--- src/rtl/keypad_scanner.sv ---
// keypad_scanner
//   Scans a 4x4 active-low matrix keypad. One column at a time is pulled
//   low (the others float), the synchronised rows are sampled at the end of
//   each column dwell, and once all four columns have been visited the scan
//   result (no key / one key / several keys) drives a debounce FSM. An
//   accepted key produces a one-cycle key_valid strobe with its code.
//
//   Optional build macro: KEYPAD_REPEAT_EN
//     When defined, a held key re-strobes key_valid after REPEAT_DELAY_SCANS
//     matching scans and then every REPEAT_RATE_SCANS matching scans.
//     When undefined, there is exactly one strobe per press and no repeat
//     logic exists.
//
// Ports
//   clk        in   1  system clock, rising edge
//   rst        in   1  asynchronous active-high reset
//   key_row    in   4  keypad rows, active low, asynchronous to clk
//   key_col    out  4  keypad columns, active column driven 0, others high-Z
//   key_valid  out  1  one-cycle strobe, key_code valid in the same cycle
//   key_code   out  4  {row_idx, col_idx} of the last accepted key
//   key_held   out  1  high while the accepted key is debounced-pressed
module keypad_scanner #(
  parameter int SCAN_DIV           = 1000,
  parameter int DEBOUNCE_SCANS     = 4,
  parameter int REPEAT_DELAY_SCANS = 200,
  parameter int REPEAT_RATE_SCANS  = 50
) (
  input  logic            clk,
  input  logic            rst,
  input  logic [3:0]      key_row,
  output wire logic [3:0] key_col,
  output logic            key_valid,
  output logic [3:0]      key_code,
  output logic            key_held
);

  localparam int             DW       = $clog2(SCAN_DIV);
  localparam logic [DW-1:0]  DIV_LAST = DW'(SCAN_DIV - 1);
  localparam logic [15:0]    DEB_N    = 16'(DEBOUNCE_SCANS);

  if (SCAN_DIV < 4 || DEBOUNCE_SCANS < 1 ||
      REPEAT_DELAY_SCANS < 1 || REPEAT_RATE_SCANS < 1) begin : g_param_check
    $error("keypad_scanner: parameter out of range");
  end

  typedef enum logic [1:0] {
    S_IDLE     = 2'd0,
    S_DEBOUNCE = 2'd1,
    S_PRESSED  = 2'd2
  } state_t;

  logic [3:0]    r_row_sync_p0;
  logic [3:0]    r_row_sync_p1;
  logic [DW-1:0] r_div;
  logic [1:0]    r_col_idx;
  logic [1:0]    r_hit_cnt;
  logic [3:0]    r_hit_code;

  state_t        r_state;
  state_t        w_state_nxt;
  logic [3:0]    r_cand;
  logic [3:0]    w_cand_nxt;
  logic [15:0]   r_match;
  logic [15:0]   w_match_nxt;
  logic [15:0]   r_rel;
  logic [15:0]   w_rel_nxt;
  logic [3:0]    r_code;
  logic [3:0]    w_code_nxt;
  logic          r_valid;
  logic          w_strobe;

  logic [3:0]    w_row_low;
  logic [1:0]    w_col_hits;
  logic [1:0]    w_row_idx;
  logic [2:0]    w_hit_sum;
  logic [1:0]    w_tot;
  logic [3:0]    w_code_now;
  logic          w_last;
  logic          w_scan_done;
  logic          w_one;
  logic          w_none;
  logic [15:0]   w_match_inc;
  logic [15:0]   w_rel_inc;

`ifdef KEYPAD_REPEAT_EN
  logic [15:0]   r_rep_cnt;
  logic [15:0]   w_rep_nxt;
  logic          r_rep_first;
  logic          w_rep_first_nxt;
  logic [15:0]   w_rep_inc;
  logic [15:0]   w_rep_target;

  assign w_rep_inc    = r_rep_cnt + 16'd1;
  assign w_rep_target = r_rep_first ? 16'(REPEAT_DELAY_SCANS) : 16'(REPEAT_RATE_SCANS);
`endif

  // Only the active column is pulled low; the pull-ups own the rest.
  assign key_col = (r_col_idx == 2'd0) ? 4'bzzz0 :
                   (r_col_idx == 2'd1) ? 4'bzz0z :
                   (r_col_idx == 2'd2) ? 4'bz0zz : 4'b0zzz;

  assign w_row_low = ~r_row_sync_p1;

  // Per-column classification: 0 = none, 1 = single row, 2 = several rows.
  always_comb begin
    w_col_hits = 2'd0;
    w_row_idx  = 2'd0;
    case (w_row_low)
      4'b0000: w_col_hits = 2'd0;
      4'b0001: begin w_col_hits = 2'd1; w_row_idx = 2'd0; end
      4'b0010: begin w_col_hits = 2'd1; w_row_idx = 2'd1; end
      4'b0100: begin w_col_hits = 2'd1; w_row_idx = 2'd2; end
      4'b1000: begin w_col_hits = 2'd1; w_row_idx = 2'd3; end
      default: w_col_hits = 2'd2;
    endcase
  end

  // Running key count across the scan saturates at 2 (MULTI).
  assign w_hit_sum   = {1'b0, r_hit_cnt} + {1'b0, w_col_hits};
  assign w_tot       = (w_hit_sum >= 3'd2) ? 2'd2 : w_hit_sum[1:0];
  assign w_code_now  = (r_hit_cnt == 2'd0) ? {w_row_idx, r_col_idx} : r_hit_code;
  assign w_last      = (r_div == DIV_LAST);
  assign w_scan_done = w_last && (r_col_idx == 2'd3);
  assign w_one       = w_scan_done && (w_tot == 2'd1);
  assign w_none      = w_scan_done && (w_tot == 2'd0);
  assign w_match_inc = r_match + 16'd1;
  assign w_rel_inc   = r_rel + 16'd1;

  // Stage p0/p1: two-flop row synchroniser, then column scan bookkeeping
  always_ff @(posedge clk or posedge rst) begin
    if (rst) begin
      r_row_sync_p0 <= 4'hF;
      r_row_sync_p1 <= 4'hF;
      r_div         <= '0;
      r_col_idx     <= 2'd0;
      r_hit_cnt     <= 2'd0;
      r_hit_code    <= 4'h0;
    end else begin
      r_row_sync_p0 <= key_row;
      r_row_sync_p1 <= r_row_sync_p0;
      if (w_last) begin
        r_div     <= '0;
        r_col_idx <= r_col_idx + 2'd1;
        if (r_col_idx == 2'd3) begin
          r_hit_cnt  <= 2'd0;
          r_hit_code <= 4'h0;
        end else begin
          r_hit_cnt  <= w_tot;
          r_hit_code <= w_code_now;
        end
      end else begin
        r_div <= r_div + DW'(1);
      end
    end
  end

  // Debounce FSM: at most one transition per completed scan.
  always_comb begin
    w_state_nxt = r_state;
    w_cand_nxt  = r_cand;
    w_match_nxt = r_match;
    w_rel_nxt   = r_rel;
    w_code_nxt  = r_code;
    w_strobe    = 1'b0;
`ifdef KEYPAD_REPEAT_EN
    w_rep_nxt       = r_rep_cnt;
    w_rep_first_nxt = r_rep_first;
`endif
    case (r_state)
      S_IDLE: begin
        if (w_one) begin
          w_cand_nxt  = w_code_now;
          w_match_nxt = 16'd1;
          if (DEB_N <= 16'd1) begin
            w_state_nxt = S_PRESSED;
            w_code_nxt  = w_code_now;
            w_rel_nxt   = 16'd0;
            w_strobe    = 1'b1;
          end else begin
            w_state_nxt = S_DEBOUNCE;
          end
        end
      end
      S_DEBOUNCE: begin
        if (w_one) begin
          if (w_code_now == r_cand) begin
            w_match_nxt = w_match_inc;
            if (w_match_inc >= DEB_N) begin
              w_state_nxt = S_PRESSED;
              w_code_nxt  = r_cand;
              w_rel_nxt   = 16'd0;
              w_strobe    = 1'b1;
            end
          end else begin
            w_cand_nxt  = w_code_now;
            w_match_nxt = 16'd1;
          end
        end else if (w_scan_done) begin
          w_state_nxt = S_IDLE;
        end
      end
      S_PRESSED: begin
        // A different key or several keys leave the state untouched:
        // the held key must be released before another is accepted.
        if (w_one && (w_code_now == r_code)) begin
          w_rel_nxt = 16'd0;
`ifdef KEYPAD_REPEAT_EN
          if (w_rep_inc >= w_rep_target) begin
            w_strobe        = 1'b1;
            w_rep_nxt       = 16'd0;
            w_rep_first_nxt = 1'b0;
          end else begin
            w_rep_nxt = w_rep_inc;
          end
`endif
        end else if (w_none) begin
          w_rel_nxt = w_rel_inc;
          if (w_rel_inc >= DEB_N) begin
            w_state_nxt = S_IDLE;
          end
        end
      end
      default: w_state_nxt = S_IDLE;
    endcase
`ifdef KEYPAD_REPEAT_EN
    if (w_state_nxt != S_PRESSED) begin
      w_rep_nxt       = 16'd0;
      w_rep_first_nxt = 1'b1;
    end
`endif
  end

  always_ff @(posedge clk or posedge rst) begin
    if (rst) begin
      r_state <= S_IDLE;
    end else begin
      r_state <= w_state_nxt;
    end
  end

  // Stage p2: FSM datapath and registered outputs
  always_ff @(posedge clk or posedge rst) begin
    if (rst) begin
      r_cand  <= 4'h0;
      r_match <= 16'd0;
      r_rel   <= 16'd0;
      r_code  <= 4'h0;
      r_valid <= 1'b0;
    end else begin
      r_cand  <= w_cand_nxt;
      r_match <= w_match_nxt;
      r_rel   <= w_rel_nxt;
      r_code  <= w_code_nxt;
      r_valid <= w_strobe;
    end
  end

`ifdef KEYPAD_REPEAT_EN
  always_ff @(posedge clk or posedge rst) begin
    if (rst) begin
      r_rep_cnt   <= 16'd0;
      r_rep_first <= 1'b1;
    end else begin
      r_rep_cnt   <= w_rep_nxt;
      r_rep_first <= w_rep_first_nxt;
    end
  end
`endif

  assign key_valid = r_valid;
  assign key_code  = r_code;
  assign key_held  = (r_state == S_PRESSED);

endmodule

--- config.mk ---
export PLATFORM = sky130hd
export DESIGN_NAME = keypad_scanner
export DESIGN_NICKNAME = d
export VERILOG_FILES = /design/src/rtl/keypad_scanner.sv
export SDC_FILE = /design/constraint.sdc
export NUM_CORES = 1
export LEC_CHECK = 0
export ABC_AREA = 1
export CAP_MARGIN = 20
export CORE_UTILIZATION = 45
export DETAILED_ROUTE_END_ITERATION = 10
export SYNTH_ARGS = -nofsm -noshare
export SYNTH_HDL_FRONTEND = slang
export SYNTH_SLANG_ARGS = --single-unit
--- constraint.sdc ---
create_clock -name clk -period 3.9 [get_ports clk]
set_clock_uncertainty 0.15 [all_clocks]
set_input_delay 0.78 -clock clk [delete_from_list [all_inputs] [get_ports clk]]
set_output_delay 0.78 -clock clk [all_outputs]
set_load 0.02 [all_outputs]
==> reports/qor.yml <==
syn_avg_cell_area_um2: 7.474
cts_inserted_buffers: 9
synthesis.area_um2: 4208
final_cell_area_um2: 4613
r2r-start: "r_row_sync_p1[3]"
fillers: 862
h-tree-depth: 3
post-route-util: 0.5189
mostFrequentLayoutCells: "nand2_1, inv_1, nor2_1"
drt_iter0_markers: 218
slew_viol_final: 0
cts_buffer_depth: 2
intPower_w: 0.001048
io_pins: 16
core_area_um2: 8891
via_per_inst: 5.004
critPathKind: "flip-flop to flip-flop"
syn_inst: 563
hp-start: "r_row_sync_p0[2]"
rsz0062_at_grt: "no"
syn_to_final_growth_pct: 9.634
portBuffers: 11
die_x_um: 98.70
grt_pass1_wl_mm: 15.72
antenna_found_initial: 0
finalHoldViolCount: 0
cp.required_ns: 4.03
switching_share: 0.2348
pwr-share-seq: 0.529
cts_resized: 0
power.density_nw_per_um2: 296.8
wirelength_mm: 8.862
overflow: 0
finalSetupViolations: 0
critPathBufInv: 2
clock-sinks: 69
finalPower_w: 0.001369
wl_per_cell_um: 12.81
cap_viol_max_count: 0
crit_arrival_ns: 3.33
worstHoldEndpoint: "r_row_sync_p1[2]"
holdPathStages: 0
fmax_mhz: 312.2
ff2ff_path_depth: 15
dieHeight_um: 98.70
r2r-end: "r_rel[0]"
worstSetupEndpointType: "flip-flop"
routabilityCongestion: 0.8385
initial_core_util: 0.4733
postPlaceCellArea_um2: 4414
leakage_nw: 2.244
post-cts-setup-buffers: 0
synth_cell_types: 43
p_clk_frac: 0.439
synth_ff_type: "dfrtp_1"
fin_tns_setup_ns: 0
crit_family: "simple AND/OR/NAND/NOR gates"
period_needed_ns: 3.203
ys_top_cells_by_area: "dfrtp_1, nand2_1, nand3_1"
reg2reg_setup_slack_ns: 0.70
dieArea_um2: 9742
peakVddDrop_uv: 163.5
crit_fanout: 16
relSlewSlack: 0.6434
grt_util_all_layers: 0.2020
run_status: "finished clean"
clk-insertion-delay-late_ns: 0.34
critPathSlowestCell: "dfstp_2"
crit_start: "r_row_sync_p1[3]"
synth_seq_area_share: 0.4127
dp_hpwl_mm: 6.262
p_sw_w: 0.0003214
holdWs_ns: 0.2085
drc: 0
critPathLaunchType: "flip-flop"
slowest_delay_ns: 0.55
path_common_cell: "nand2_1"
ys_async_sr_fraction: 1.000
synth_top_cell_area_share: 0.3628
crit_chain: "nand2_1, o21bai_1, inv_1, nand2_1, nand2_1, ha_1, fa_1, nor2_1, nand2_1, nor3_4, nand4_4, a21oi_4, buf_4, nand3_1, nand2_1"
path_clk_slew_ns: 0.08
grt_pass1_vias: 3425
drtPass1Iterations: 4
comb_power_share: 0.032
rows: 34
layout-drive-gt1-share: 0.1199
worst_pin_slew_ns: 0.5300
synth-edff-count: 0
synth.largest_area_cell: "dfrtp_1"
finalNetCount: 594
grt_max_degree: 70
hold_buffers: 0
antenna_cells: 0
yosys_register_bits: 69
yosysWarnings: 0
cts-root-buf: "clkbuf_8"
ant_nets: 0
hp-class: "flip-flop to flip-flop"
cts_tree: "yes"
final_common_cell: "nand2_1"
vias: 3463
period_share: 0.8213
per-layer routing:
metal | vias to the layer above | routed length (um) | GRT usage
li1 | 1816 | - | -
met2 | 56 | 3970 | 0.3196
met3 | 7 | 252 | 0.02837
met1 | 1584 | 4570 | 0.2892
met5 | - | 0 | 0
met4 | 0 | 69 | 0.05970
power by group through the flow:
stage          registers, W  clock network [W]  logic (W)
2_1_floorplan      0.000738                  0  0.0000328
3_5_place_dp       0.000739                  0  0.0000449
4_1_cts            0.000725           0.000623  0.0000451
3_3_place_gp       0.000738                  0  0.0000444
5_1_grt            0.000725           0.000647  0.0000498
6_report           0.000725           0.000601  0.0000433
how the worst max path moves through the flow:
stage / endpoint / slack [ns] / cells after the start
after detailed placement: r_rel[2] / 0.70 / 15
after CTS: r_rel[0] / 0.68 / 15
after global routing: r_rel[4] / 0.42 / 15
after floorplan: r_rel[5] / 0.98 / 16
final: r_rel[0] / 0.70 / 15
after global placement: r_rel[2] / 0.80 / 15
kinds of logic (layout without fill, tap and decap cells):
family,Yosys count,count (layout),synth area share
compound gates,49,49,0.06720
xor+xnor,19,19,0.04401
fa+ha+maj,9,9,0.02855
buf+inv,81,99,0.08148
flops,69,69,0.4127
other cells,1,4,0.0008912
simple gates,335,335,0.3651
metrics by stage:
step,std cells,worst slack [ns]
final,692,0.6971
after global routing,692,0.4230
after CTS,692,0.6756
after detailed placement,676,0.6993
after global placement,676,0.7969
after floorplan,566,0.9782
cells in the mapped netlist, drive strengths merged (2+ instances only):
cell type / n
o21bai: 2
nor4: 3
nor3: 12
inv: 69
xor2: 14
o22ai: 6
nor2: 71
xnor2: 5
o21ai: 31
nand4: 10
o21a: 2
a21oi: 6
clkbuf: 2
nand2: 184
buf: 9
ha: 8
dfstp: 8
nand3: 52
dfrtp: 61
state kept, by name, indices dropped and copies added (netlist names), 4 cells and up:
signal,cells
r_row_sync_p0,4
r_hit_code,4
r_row_sync_p1,4
r_div,10
r_cand,4
r_match,16
key_code,4
r_rel,16
worst register-to-register path, stage by stage (launching register included):
cell      delay [ns]
dfstp_2         0.55
nand2_1         0.06
o21bai_1        0.15
inv_1           0.07
nand2_1         0.05
nand2_1         0.05
ha_1            0.15
fa_1            0.42
nor2_1          0.14
nand2_1         0.14
nor3_4          0.26
nand4_4         0.27
a21oi_4         0.24
buf_4           0.25
nand3_1         0.11
nand2_1         0.09
cell type report:
cell class / instances / area [um^2] / area share
multi-input cells: 416 / 2140 / 0.4638
flip-flops and latches: 69 / 1737 / 0.3765
inverters: 70 / 265.3 / 0.05750
clock buffers: 10 / 137.6 / 0.02983
repair buffers: 13 / 137.6 / 0.02983
well taps: 108 / 135.1 / 0.02929
clock inverters: 6 / 61.31 / 0.01329
Note: power is estimated with default switching activity, not from simulation.
